===== config.mk =====
export PLATFORM = sky130hd
export DESIGN_NAME = rew_aes_cmd_scheduler_flat
export DESIGN_NICKNAME = d
export VERILOG_FILES = /design/src/rtl/rew_aes_cmd_scheduler_if.sv /design/src/rtl/rew_aes_cmd_scheduler.sv /design/src/flat_wrapper.sv
export SDC_FILE = /design/constraint.sdc
export NUM_CORES = 1
export LEC_CHECK = 0
export ABC_AREA = 1
export BUFFER_PORTS_ARGS = -buffer_cell sky130_fd_sc_hd__buf_4
export CAP_MARGIN = 40
export CORE_MARGIN = 3
export CORE_UTILIZATION = 42
export CTS_CLUSTER_DIAMETER = 80
export DETAILED_ROUTE_END_ITERATION = 16
export GPL_TIMING_DRIVEN = 0
export PLACE_DENSITY = 0.67
export SETUP_SLACK_MARGIN = 0.15
export SLEW_MARGIN = 10
export SYNTH_ARGS = -nofsm -noshare
export SYNTH_HDL_FRONTEND = slang
export SYNTH_SLANG_ARGS = --single-unit

===== constraint.sdc =====
create_clock -name Clock -period 8.8 [get_ports Clock]
set_input_delay 1.76 -clock Clock [delete_from_list [all_inputs] [get_ports Clock]]
set_output_delay 1.76 -clock Clock [all_outputs]
set_load 0.01 [all_outputs]

===== src/rtl/rew_aes_cmd_scheduler_if.sv =====
// Signal bundle between a path-command source, the rew_aes_cmd_scheduler and the
// RO/RW command channels of the REW AES core.
//
// Handshake rule for every channel in this bundle (Cmd, RO, RW):
//   A transfer happens on a rising clock edge where valid and ready are both 1.
//   Once valid is raised, it and its payload hold steady until that transfer.
//   Ready may change freely and never depends combinationally on valid.
//
// The slave modport is the scheduler; the master modport is the environment
// (command source plus core).
interface rew_aes_cmd_scheduler_if #(
    parameter int ORAML          = 31,
    parameter int IVEntropyWidth = 64,
    parameter int BIDWidth       = ORAML + 1,
    parameter int PCCMDWidth     = 2
);
    // Path command channel
    logic [ORAML-1:0]          CmdLeaf;
    logic [IVEntropyWidth-1:0] CmdIV;
    logic [1:0]                CmdType;
    logic                      CmdValid;
    logic                      CmdReady;

    // RO command channel
    logic [IVEntropyWidth-1:0] ROIVOut;
    logic [BIDWidth-1:0]       ROBIDOut;
    logic [PCCMDWidth-1:0]     ROCommandOut;
    logic                      ROCommandOutValid;
    logic                      ROCommandOutReady;

    // RW command channel
    logic [IVEntropyWidth-1:0] RWIVOut;
    logic [BIDWidth-1:0]       RWBIDOut;
    logic                      RWCommandOutValid;
    logic                      RWCommandOutReady;

    // Status
    logic                      Busy;
    logic                      DonePulse;
    logic                      ErrorPulse;
    logic [1:0]                DebugState;

    modport slave (
        input  CmdLeaf, CmdIV, CmdType, CmdValid,
        input  ROCommandOutReady, RWCommandOutReady,
        output CmdReady,
        output ROIVOut, ROBIDOut, ROCommandOut, ROCommandOutValid,
        output RWIVOut, RWBIDOut, RWCommandOutValid,
        output Busy, DonePulse, ErrorPulse, DebugState
    );

    modport master (
        output CmdLeaf, CmdIV, CmdType, CmdValid,
        output ROCommandOutReady, RWCommandOutReady,
        input  CmdReady,
        input  ROIVOut, ROBIDOut, ROCommandOut, ROCommandOutValid,
        input  RWIVOut, RWBIDOut, RWCommandOutValid,
        input  Busy, DonePulse, ErrorPulse, DebugState
    );
endinterface


===== src/rtl/rew_aes_cmd_scheduler.sv =====
// Path-level command sequencer for the REW AES core. One ORAM path operation
// (leaf, IV, type) is expanded into ORAML+1 bucket commands, one per tree level,
// issued on the RO channel (read headers / read data) or the RW channel (write).
// Bucket IDs use heap numbering: root 0, children of n are 2n+1 and 2n+2.
//
// Build option: define REWAES_SCHED_LEAF_FIRST_EN to issue buckets leaf-first
// (level ORAML down to 0); otherwise buckets go root-first (level 0 up to ORAML).
module rew_aes_cmd_scheduler #(
    parameter int ORAML          = 31,
    parameter int IVEntropyWidth = 64,
    parameter int BIDWidth       = ORAML + 1,
    parameter int PCCMDWidth     = 2
) (
    input  logic                   Clock,
    input  logic                   Reset,
    rew_aes_cmd_scheduler_if.slave bus
);
    // RO command encodings as used by the core (REWAESLocal.vh)
    localparam logic [PCCMDWidth-1:0] PCMD_ROHeader = PCCMDWidth'(0);
    localparam logic [PCCMDWidth-1:0] PCMD_ROData   = PCCMDWidth'(1);

    localparam int LW = (ORAML < 1) ? 1 : $clog2(ORAML + 1);

`ifdef REWAES_SCHED_LEAF_FIRST_EN
    localparam logic [LW-1:0] START_LVL = LW'(ORAML);
    localparam logic [LW-1:0] LAST_LVL  = '0;
`else
    localparam logic [LW-1:0] START_LVL = '0;
    localparam logic [LW-1:0] LAST_LVL  = LW'(ORAML);
`endif

    typedef enum logic [1:0] {
        ST_IDLE  = 2'd0,
        ST_ISSUE = 2'd1,
        ST_DONE  = 2'd2
    } state_t;

    state_t                    state, state_next;
    logic [LW-1:0]             level, level_next;
    logic [ORAML-1:0]          leaf;
    logic [1:0]                op_type;
    logic [IVEntropyWidth-1:0] iv_q;
    logic [BIDWidth-1:0]       bid_q;
    logic [PCCMDWidth-1:0]     cmd_q;
    logic                      ro_valid, rw_valid;
    logic                      out_ready, accept, fire, is_last;
    logic [ORAML-1:0]          leaf_src;

    // Bucket on the path to leaf lf at level lvl: (2^lvl - 1) + (lf >> (ORAML - lvl)).
    // The sum always fits in BIDWidth bits, so no overflow handling is needed.
    function automatic logic [BIDWidth-1:0] bucket_id(input logic [LW-1:0] lvl,
                                                      input logic [ORAML-1:0] lf);
        logic [BIDWidth-1:0] base;
        logic [BIDWidth-1:0] offset;
        base   = (BIDWidth'(1) << lvl) - BIDWidth'(1);
        offset = BIDWidth'(lf) >> (ORAML - int'(lvl));
        return base + offset;
    endfunction

    // Ready of whichever channel the current operation targets
    assign out_ready = (op_type == 2'd2) ? bus.RWCommandOutReady : bus.ROCommandOutReady;
    assign is_last   = (level == LAST_LVL);
    // On acceptance the leaf register is not loaded yet, so take the incoming one
    assign leaf_src  = accept ? bus.CmdLeaf : leaf;

    // Next-state and level-counter logic
    always_comb begin
        state_next = state;
        level_next = level;
        accept     = 1'b0;
        fire       = 1'b0;
        unique case (state)
            ST_IDLE: begin
                if (bus.CmdValid) begin
                    accept     = 1'b1;
                    level_next = START_LVL;
                    state_next = (bus.CmdType == 2'd3) ? ST_DONE : ST_ISSUE;
                end
            end
            ST_ISSUE: begin
                if ((ro_valid || rw_valid) && out_ready) begin
                    fire = 1'b1;
                    if (is_last) begin
                        state_next = ST_DONE;
                    end else begin
`ifdef REWAES_SCHED_LEAF_FIRST_EN
                        level_next = level - LW'(1);
`else
                        level_next = level + LW'(1);
`endif
                    end
                end
            end
            ST_DONE: begin
                state_next = ST_IDLE;
            end
            default: begin
                state_next = ST_IDLE;
            end
        endcase
    end

    // FSM state and level counter registers
    always_ff @(posedge Clock or negedge Reset) begin
        if (!Reset) begin
            state <= ST_IDLE;
            level <= '0;
        end else begin
            state <= state_next;
            level <= level_next;
        end
    end

    // Latched operation, registered channel payload and valids
    always_ff @(posedge Clock or negedge Reset) begin
        if (!Reset) begin
            leaf     <= '0;
            op_type  <= '0;
            iv_q     <= '0;
            bid_q    <= '0;
            cmd_q    <= '0;
            ro_valid <= 1'b0;
            rw_valid <= 1'b0;
        end else begin
            if (accept) begin
                leaf     <= bus.CmdLeaf;
                op_type  <= bus.CmdType;
                iv_q     <= bus.CmdIV;
                cmd_q    <= (bus.CmdType == 2'd1) ? PCMD_ROData : PCMD_ROHeader;
                ro_valid <= (bus.CmdType == 2'd0) || (bus.CmdType == 2'd1);
                rw_valid <= (bus.CmdType == 2'd2);
            end else if (fire && is_last) begin
                ro_valid <= 1'b0;
                rw_valid <= 1'b0;
            end
            // Payload only moves on acceptance or a non-final handshake, so it
            // stays frozen while the core stalls
            if (accept || (fire && !is_last)) begin
                bid_q <= bucket_id(level_next, leaf_src);
            end
        end
    end

    assign bus.CmdReady          = (state == ST_IDLE);
    assign bus.Busy              = (state != ST_IDLE);
    assign bus.DonePulse         = (state == ST_DONE) && (op_type != 2'd3);
    assign bus.ErrorPulse        = (state == ST_DONE) && (op_type == 2'd3);
    assign bus.DebugState        = state;

    assign bus.ROIVOut           = iv_q;
    assign bus.ROBIDOut          = bid_q;
    assign bus.ROCommandOut      = cmd_q;
    assign bus.ROCommandOutValid = ro_valid;

    assign bus.RWIVOut           = iv_q;
    assign bus.RWBIDOut          = bid_q;
    assign bus.RWCommandOutValid = rw_valid;
endmodule


===== src/flat_wrapper.sv =====
// flat-port wrapper written by rule: the top's interface ports become plain ports
module rew_aes_cmd_scheduler_flat 
#(
    parameter int ORAML          = 31,
    parameter int IVEntropyWidth = 64,
    parameter int BIDWidth       = ORAML + 1,
    parameter int PCCMDWidth     = 2
)
  (Clock, Reset, bus_CmdLeaf, bus_CmdIV, bus_CmdType, bus_CmdValid, bus_ROCommandOutReady, bus_RWCommandOutReady, bus_CmdReady, bus_ROIVOut, bus_ROBIDOut, bus_ROCommandOut, bus_ROCommandOutValid, bus_RWIVOut, bus_RWBIDOut, bus_RWCommandOutValid, bus_Busy, bus_DonePulse, bus_ErrorPulse, bus_DebugState);
  rew_aes_cmd_scheduler_if #(.ORAML(ORAML), .IVEntropyWidth(IVEntropyWidth), .BIDWidth(BIDWidth), .PCCMDWidth(PCCMDWidth)) bus_i ();
  input  logic Clock;
  input  logic Reset;
  input wire logic [$bits(bus_i.CmdLeaf)-1:0] bus_CmdLeaf;
  input wire logic [$bits(bus_i.CmdIV)-1:0] bus_CmdIV;
  input wire logic [$bits(bus_i.CmdType)-1:0] bus_CmdType;
  input wire logic [$bits(bus_i.CmdValid)-1:0] bus_CmdValid;
  input wire logic [$bits(bus_i.ROCommandOutReady)-1:0] bus_ROCommandOutReady;
  input wire logic [$bits(bus_i.RWCommandOutReady)-1:0] bus_RWCommandOutReady;
  output wire logic [$bits(bus_i.CmdReady)-1:0] bus_CmdReady;
  output wire logic [$bits(bus_i.ROIVOut)-1:0] bus_ROIVOut;
  output wire logic [$bits(bus_i.ROBIDOut)-1:0] bus_ROBIDOut;
  output wire logic [$bits(bus_i.ROCommandOut)-1:0] bus_ROCommandOut;
  output wire logic [$bits(bus_i.ROCommandOutValid)-1:0] bus_ROCommandOutValid;
  output wire logic [$bits(bus_i.RWIVOut)-1:0] bus_RWIVOut;
  output wire logic [$bits(bus_i.RWBIDOut)-1:0] bus_RWBIDOut;
  output wire logic [$bits(bus_i.RWCommandOutValid)-1:0] bus_RWCommandOutValid;
  output wire logic [$bits(bus_i.Busy)-1:0] bus_Busy;
  output wire logic [$bits(bus_i.DonePulse)-1:0] bus_DonePulse;
  output wire logic [$bits(bus_i.ErrorPulse)-1:0] bus_ErrorPulse;
  output wire logic [$bits(bus_i.DebugState)-1:0] bus_DebugState;
  assign bus_i.CmdLeaf = bus_CmdLeaf;
  assign bus_i.CmdIV = bus_CmdIV;
  assign bus_i.CmdType = bus_CmdType;
  assign bus_i.CmdValid = bus_CmdValid;
  assign bus_i.ROCommandOutReady = bus_ROCommandOutReady;
  assign bus_i.RWCommandOutReady = bus_RWCommandOutReady;
  assign bus_CmdReady = bus_i.CmdReady;
  assign bus_ROIVOut = bus_i.ROIVOut;
  assign bus_ROBIDOut = bus_i.ROBIDOut;
  assign bus_ROCommandOut = bus_i.ROCommandOut;
  assign bus_ROCommandOutValid = bus_i.ROCommandOutValid;
  assign bus_RWIVOut = bus_i.RWIVOut;
  assign bus_RWBIDOut = bus_i.RWBIDOut;
  assign bus_RWCommandOutValid = bus_i.RWCommandOutValid;
  assign bus_Busy = bus_i.Busy;
  assign bus_DonePulse = bus_i.DonePulse;
  assign bus_ErrorPulse = bus_i.ErrorPulse;
  assign bus_DebugState = bus_i.DebugState;
  rew_aes_cmd_scheduler #(.ORAML(ORAML), .IVEntropyWidth(IVEntropyWidth), .BIDWidth(BIDWidth), .PCCMDWidth(PCCMDWidth)) u_core (.Clock(Clock), .Reset(Reset), .bus(bus_i));
endmodule

-- Word-level counts from Yosys, hierarchy flattened
Index checks and enable logic that the tools add are counted.
- bits in registers: 140
- bits in latches: 0
- bits in writable memories: 0
- memory bits (read-only): 0
- word-level logic and storage cells: 60
- memories: 0
- add/subtract/negate cells: 4
- $mul: 0
- div/mod/pow operators: 0
- magnitude comparators: 0
- equality and inequality tests: 12
- shift-type cells: 2
- muxes and demuxes: 19
- bitwise logic cells: 0
- reductions and logical operators: 14
- operators by type and width (kind ; count):
    adder 32 bit ; 1
    << shifter 1 x 5 -> 32 bit (first input constant) ; 1
    >> shifter 31 x 32 -> 32 bit ; 1
    subtractor 32 x 2 -> 32 bit (second input constant) ; 1
    2-to-1 mux 31 bit ; 1
    2-to-1 mux 5 bit ; 3
    equality test 2 bit (second input constant) ; 5
    case mux 5 bit (2 select lines) ; 1
    2-to-1 mux 1 bit ; 9
    2-to-1 mux 2 bit ; 4
    subtractor 5 x 5 -> 6 bit (first input constant) ; 1
    adder 5 x 1 -> 5 bit (second input constant) ; 1
    equality test 5 bit (second input constant) ; 1
    logical AND 1 bit ; 5
    equality test 2 x 1 -> 1 bit (second input constant) ; 2
    zero test 2 bit ; 2
    inequality test 2 x 1 -> 1 bit (second input constant) ; 2
    inequality test 2 bit (second input constant) ; 2
    case mux 2 bit (2 select lines) ; 1
    nonzero test 2 bit ; 2
    logical OR 1 bit ; 3
    AND reduction 3 bit ; 1
    zero test 1 bit ; 1

-- Logic depth before layout (Yosys ltp)
- word-level depth: 8
- mapped depth: 35

-- Least setup slack after synthesis
No wires, ideal clock.
- path kind: input to register
- from: in bus_RWCommandOutReady
- to: reg u_core.bid_q[23] (netlist: u_core.bus.ROBIDOut[23])
- library setup time: 118 ps
- arrival: 5090 ps
- data required time: 8682 ps
- slack: 3592 ps
- stages: 28
- buffers on the path: 2
- cell sequence: nand3_1 a21oi_1 nand2_1 nand3_2 nand2_4 buf_6 buf_6 nand3_2 nand3_1 nand2_1 nand2_1 nand3_1 nand2_1 ha_1 inv_1 ha_1 fa_1 nand3_1 nand2_1 a21oi_1 inv_1 nand2_1 nand2_1 a21oi_1 o21bai_1 or2_2 nand3_1 nand2_1
- cells in the longest elaborated chain, start to end: 7
- elaborated cells on any way between the ends: 13
- classes of those cells: add/sub (3); shift (2); mux (5); reduce/logical (3)
- RTL lines (what ; line ; RTL):
    start: declaration ; flat_wrapper.sv:18 ; input wire logic [$bits(bus_i.RWCommandOutReady)-1:0] bus_RWCommandOutReady;
    2-to-1 mux 1 bit (*) ; rew_aes_cmd_scheduler.sv:61 ; assign out_ready = (op_type == 2'd2) ? bus.RWCommandOutReady : bus.ROCommandOutReady;
    logical AND 1 bit (*) ; rew_aes_cmd_scheduler.sv:81 ; if ((ro_valid || rw_valid) && out_ready) begin
    2-to-1 mux 5 bit ; rew_aes_cmd_scheduler.sv:81 ;
    case mux 5 bit (2 select lines) ; rew_aes_cmd_scheduler.sv:72 ; unique case (state)
    subtractor 5 x 5 -> 6 bit / << shifter 1 x 5 -> 32 bit (equally long branches) ; rew_aes_cmd_scheduler.sv:56, rew_aes_cmd_scheduler.sv:55 ;
    >> shifter 31 x 32 -> 32 bit / subtractor 32 x 2 -> 32 bit (equally long branches) ; rew_aes_cmd_scheduler.sv:56, rew_aes_cmd_scheduler.sv:55 ;
    adder 32 bit ; rew_aes_cmd_scheduler.sv:57 ; return base + offset;
    end signal: assignment ; rew_aes_cmd_scheduler.sv:139 ; bid_q <= bucket_id(level_next, leaf_src);
    end: declaration ; rew_aes_cmd_scheduler.sv:43 ; logic [BIDWidth-1:0] bid_q;
Every way passes the cells marked *; elsewhere a longest branch is shown, timed or not.
A chain may end at the register's enable or synchronous reset.

-- Worst setup path after layout
- from: in bus_CmdValid
- to: reg u_core.bid_q[23] (netlist: u_core.bus.ROBIDOut[23])
- cells in the longest elaborated chain, start to end: 5
- elaborated cells on any way between the ends: 11
- classes of those cells: add/sub (3); shift (2); mux (5); reduce/logical (1)
- RTL lines (what ; line ; RTL):
    start: declaration ; flat_wrapper.sv:16 ; input wire logic [$bits(bus_i.CmdValid)-1:0] bus_CmdValid;
    2-to-1 mux 5 bit / 2-to-1 mux 1 bit (equally long branches) ; rew_aes_cmd_scheduler.sv:74 ; if (bus.CmdValid) begin
    case mux 5 bit (2 select lines) / 2-to-1 mux 1 bit (equally long branches) ; rew_aes_cmd_scheduler.sv:72 ;
    subtractor 5 x 5 -> 6 bit (tied with other cells) ; rew_aes_cmd_scheduler.sv:56 ; offset = BIDWidth'(lf) >> (ORAML - int'(lvl));
    >> shifter 31 x 32 -> 32 bit / subtractor 32 x 2 -> 32 bit (equally long branches) ; rew_aes_cmd_scheduler.sv:56, rew_aes_cmd_scheduler.sv:55 ;
    adder 32 bit ; rew_aes_cmd_scheduler.sv:57 ;
Several ways; a longest one is shown, not always the timed one.

==> impl_metrics.csv <==
group,metric,value,unit
status,status,"complete, no violations",
clock_network,cts_tree,"yes",
sta,slew_viol_final,0,
yosys,syn-mean-instance-area,6.991,um2
route,ant_nets,0,
critical_path,crit_fanout,10,
sta,fin_crit,5.770,ns
yosys,synthTopCellsByArea,"dfrtp_1 (33%), nand2_1 (18%), nand3_1 (9.9%), buf_4 (7.4%), ha_1 (7.2%)",
sta,hold_viol,0,
global_routing,grt_max_degree,75,
floorplan,io_pins,304,
sta,worst_slew_pin_slew,0.5982,ns
placed_design,place_congestion,0.9378,
yosys,syn-num-nets,1678,
floorplan,die_w,164.7,um
worst_hold_path,hold_path.class,"flip-flop to flip-flop",
clock_network,root_buffer,"clkbuf_16",
clock_network,cts_setup_buffers,0,
finish,design_area,13850,um2
clock_network,cts-buffers-inserted,17,
route,drt_iter0_markers,883,
global_routing,grt_usage,25.53,%
finish,nNetsFinal,2000,
yosys,yosysTopAreaCell,"dfrtp_1",
yosys,ys_seq_area_share,32.86,%
route,num_vias,10948,
floorplan,initial_core_util,43.14,%
yosys,synthTopCellsByCount,"nand2_1 (499), nand3_1 (209), dfrtp_1 (139), inv_1 (139), buf_4 (105)",
finish,drive_gt1_share,28.45,%
yosys,syn_area,10580,um2
floorplan,design.die.area,27140,um2
global_routing,grt_pass1_wl,54370,um
finish,diodes,0,
global_routing,grt_pass1_vias,10457,
placed_design,dp_hpwl,28680,um
yosys,synth_cells,1514,
clock_network,ctsHoldBuffers,0,
clock_network,clockBufferDepth,2,
finish,syn_to_final_growth,30.82,%
yosys,synth_edf_count,0,
critical_path,cp.required,9.12,ns
placed_design,dpl-instance-area,13290,um2
global_routing,globalRouteMet3Util,5.493,%
critical_path,cp-start-kind,"input port",
route,drtPass1Iterations,5,
critical_path,worstPathArrival,6.09,ns
yosys,synthArstFlopShare,100.0,%
critical_path,worst_path_largest_cell_delay,0.47,ns
sta,period_share,65.57,%
placed_design,port_buffers,302,
clock_network,path_clk_slew,0.07,ns
route,wire_per_inst,16.36,um
route,drc,0,
sta,tns,0,ns
route,wl,35550,um
global_routing,grt.met1_usage,31.60,%
critical_path,worst-setup-path-type,"input port to flip-flop",
global_routing,busiest_layer,"met2",
floorplan,die_h,164.7,um
clock_network,cts_max_level,4,
yosys,synth.most_common_cell,"nand2_1",
clock_network,clk_latency,0.44,ns
yosys,synth_cell_types,48,
sta,fmaxAchievable,0.1733,GHz
critical_path,crit_family,"compound AO/OA/AOI/OAI gates",
clock_network,cts_sinks,139,
critical_path,cp_slowest_cell,"o21ai_1",
yosys,yosys.area.top_type_share,32.86,%
yosys,synth_seq_cells,139,
route,viasPerCell,5.038,
yosys,synth-main-ff-cell,"dfrtp_1",
finish,fin_util,56.44,%
clock_network,cts.repair.resized,0,
sta,rsz0062_at_grt,"false",
sta,clock_skew,0.01770,ns
critical_path,worst-path-buf-inv,6,
floorplan,num_rows,57,
critical_path,crit_chain,"buf_4, o21ai_1, inv_1, o21ai_1, buf_2, buf_2, nand3_1, nand3_1, nand2_1, ha_1, inv_1, ha_1, fa_1, nand3_1, nand2_1, a21oi_1, inv_1, nand2_1, nand2_1, a21oi_1, o21bai_1, or2_2, nand3_1, nand2_1",
global_routing,grt-ovfl-total,0,
critical_path,crit_path_frequent_cell,"nand2_1",
sta,slew_headroom,60.12,%
global_routing,use_met2,44.76,%
critical_path,end_kind,"flip-flop",
floorplan,core_area,24530,um2
sta,finalSetupViolations,0,
global_routing,antenna_found_initial,0,
yosys,synth_warnings,0,
job,drv_cap,0,
flip-flops by register name (all words and copies together) (netlist names):
| register | flops |
|---|---|
| u_core.op_type | 2 |
| u_core.leaf | 31 |
| u_core.bus.ROBIDOut | 32 |
| u_core.level | 5 |
| u_core.bus.ROCommandOutValid | 1 |
| u_core.bus.ROIVOut | 64 |
| u_core.bus.ROCommandOut | 1 |
| u_core.bus.RWCommandOutValid | 1 |
| u_core.bus.DebugState | 2 |
area by class of cell:
| class | count | area, um2 |
|---|---|---|
| fill | 2434 | 10690 |
| multi-input combinational | 1066 | 5469 |
| sequential | 139 | 3478 |
| timing repair buffer | 303 | 2302 |
| buffer | 161 | 1079 |
| inverter | 148 | 558.0 |
| clock buffer | 18 | 429.2 |
| tap | 324 | 405.4 |
| clock inverter | 14 | 125.1 |
kinds of logic (layout without fill, tap and decap cells):
kind of cell    Yosys count  in the layout  share of synthesized area (%)
simple gates            851            851                          35.47
buf+inv                 309            644                          15.46
xor+xnor                 15             15                          1.241
flops                   139            139                          32.86
other cells               1              1                        0.03543
fa+ha+maj                62             62                          7.400
compound gates          137            137                          7.530
through the flow:
stage / setup WS, ns / hold slack (ns) / std cells
after detailed placement: 2.628 / 0.4806 / 2141
after CTS: 3.069 / 0.4965 / 2173
after global routing: 2.761 / 0.5349 / 2173
after global placement: 2.666 / 0.4683 / 2140
after floorplan: 3.592 / 0.4629 / 1514
final: 3.030 / 0.4878 / 2173
worst reg2reg max path: cells and delay by family, from the launching register on:
kind | cells | cell delay (ns)
and+or+nand+nor | 14 | 1.57
adders and majority gates | 4 | 1.17
AOI/OAI and AO/OA | 4 | 0.89
buffers and inverters | 5 | 0.85
DFF | 1 | 0.42
cells in the final DEF, fill, tap and decap left out, types with 8 or more instances in the layout:
| cell type | Yosys | final |
|---|---|---|
| a21oi_1 | 38 | 38 |
| a31oi_1 | 8 | 8 |
| buf_2 | 28 | 28 |
| buf_4 | 105 | 406 |
| clkbuf_1 | 16 | 17 |
| clkbuf_16 | 0 | 17 |
| dfrtp_1 | 139 | 139 |
| ha_1 | 61 | 61 |
| inv_1 | 139 | 139 |
| inv_2 | 8 | 8 |
| nand2_1 | 499 | 499 |
| nand3_1 | 209 | 209 |
| nand4_1 | 28 | 28 |
| nor2_1 | 44 | 44 |
| nor3_1 | 8 | 8 |
| o21ai_0 | 44 | 44 |
| o21ai_1 | 16 | 16 |
| or2_1 | 17 | 17 |
| or2_2 | 13 | 13 |
| xnor2_1 | 10 | 10 |
per-layer routing:
metal,vias up,part of all wire (%)
met2,357,49
met4,0,2.1
met1,5107,41
met5,-,0
li1,5440,-
met3,44,7.5
path summary, 6_finish.rpt:
path	startpoint	to	slack (ns)	cells past startpoint
worst min register to register	u_core.bus.ROCommandOut[0]	u_core.bus.ROCommandOut[0]	0.49	2
worst max-delay path	bus_CmdValid	u_core.bus.ROBIDOut[23]	3.03	24
max in group asynchronous	Reset	u_core.leaf[21]	6.75	2
min in group asynchronous	Reset	u_core.bus.ROIVOut[38]	1.29	1
worst min-delay path	u_core.bus.ROCommandOut[0]	u_core.bus.ROCommandOut[0]	0.49	2
worst max register to register	u_core.level[0]	u_core.bus.ROBIDOut[23]	3.80	27
Power is left out: the tool's default activity adds up to more than one toggle a clock period on the data nets, which glitch-free logic cannot reach.
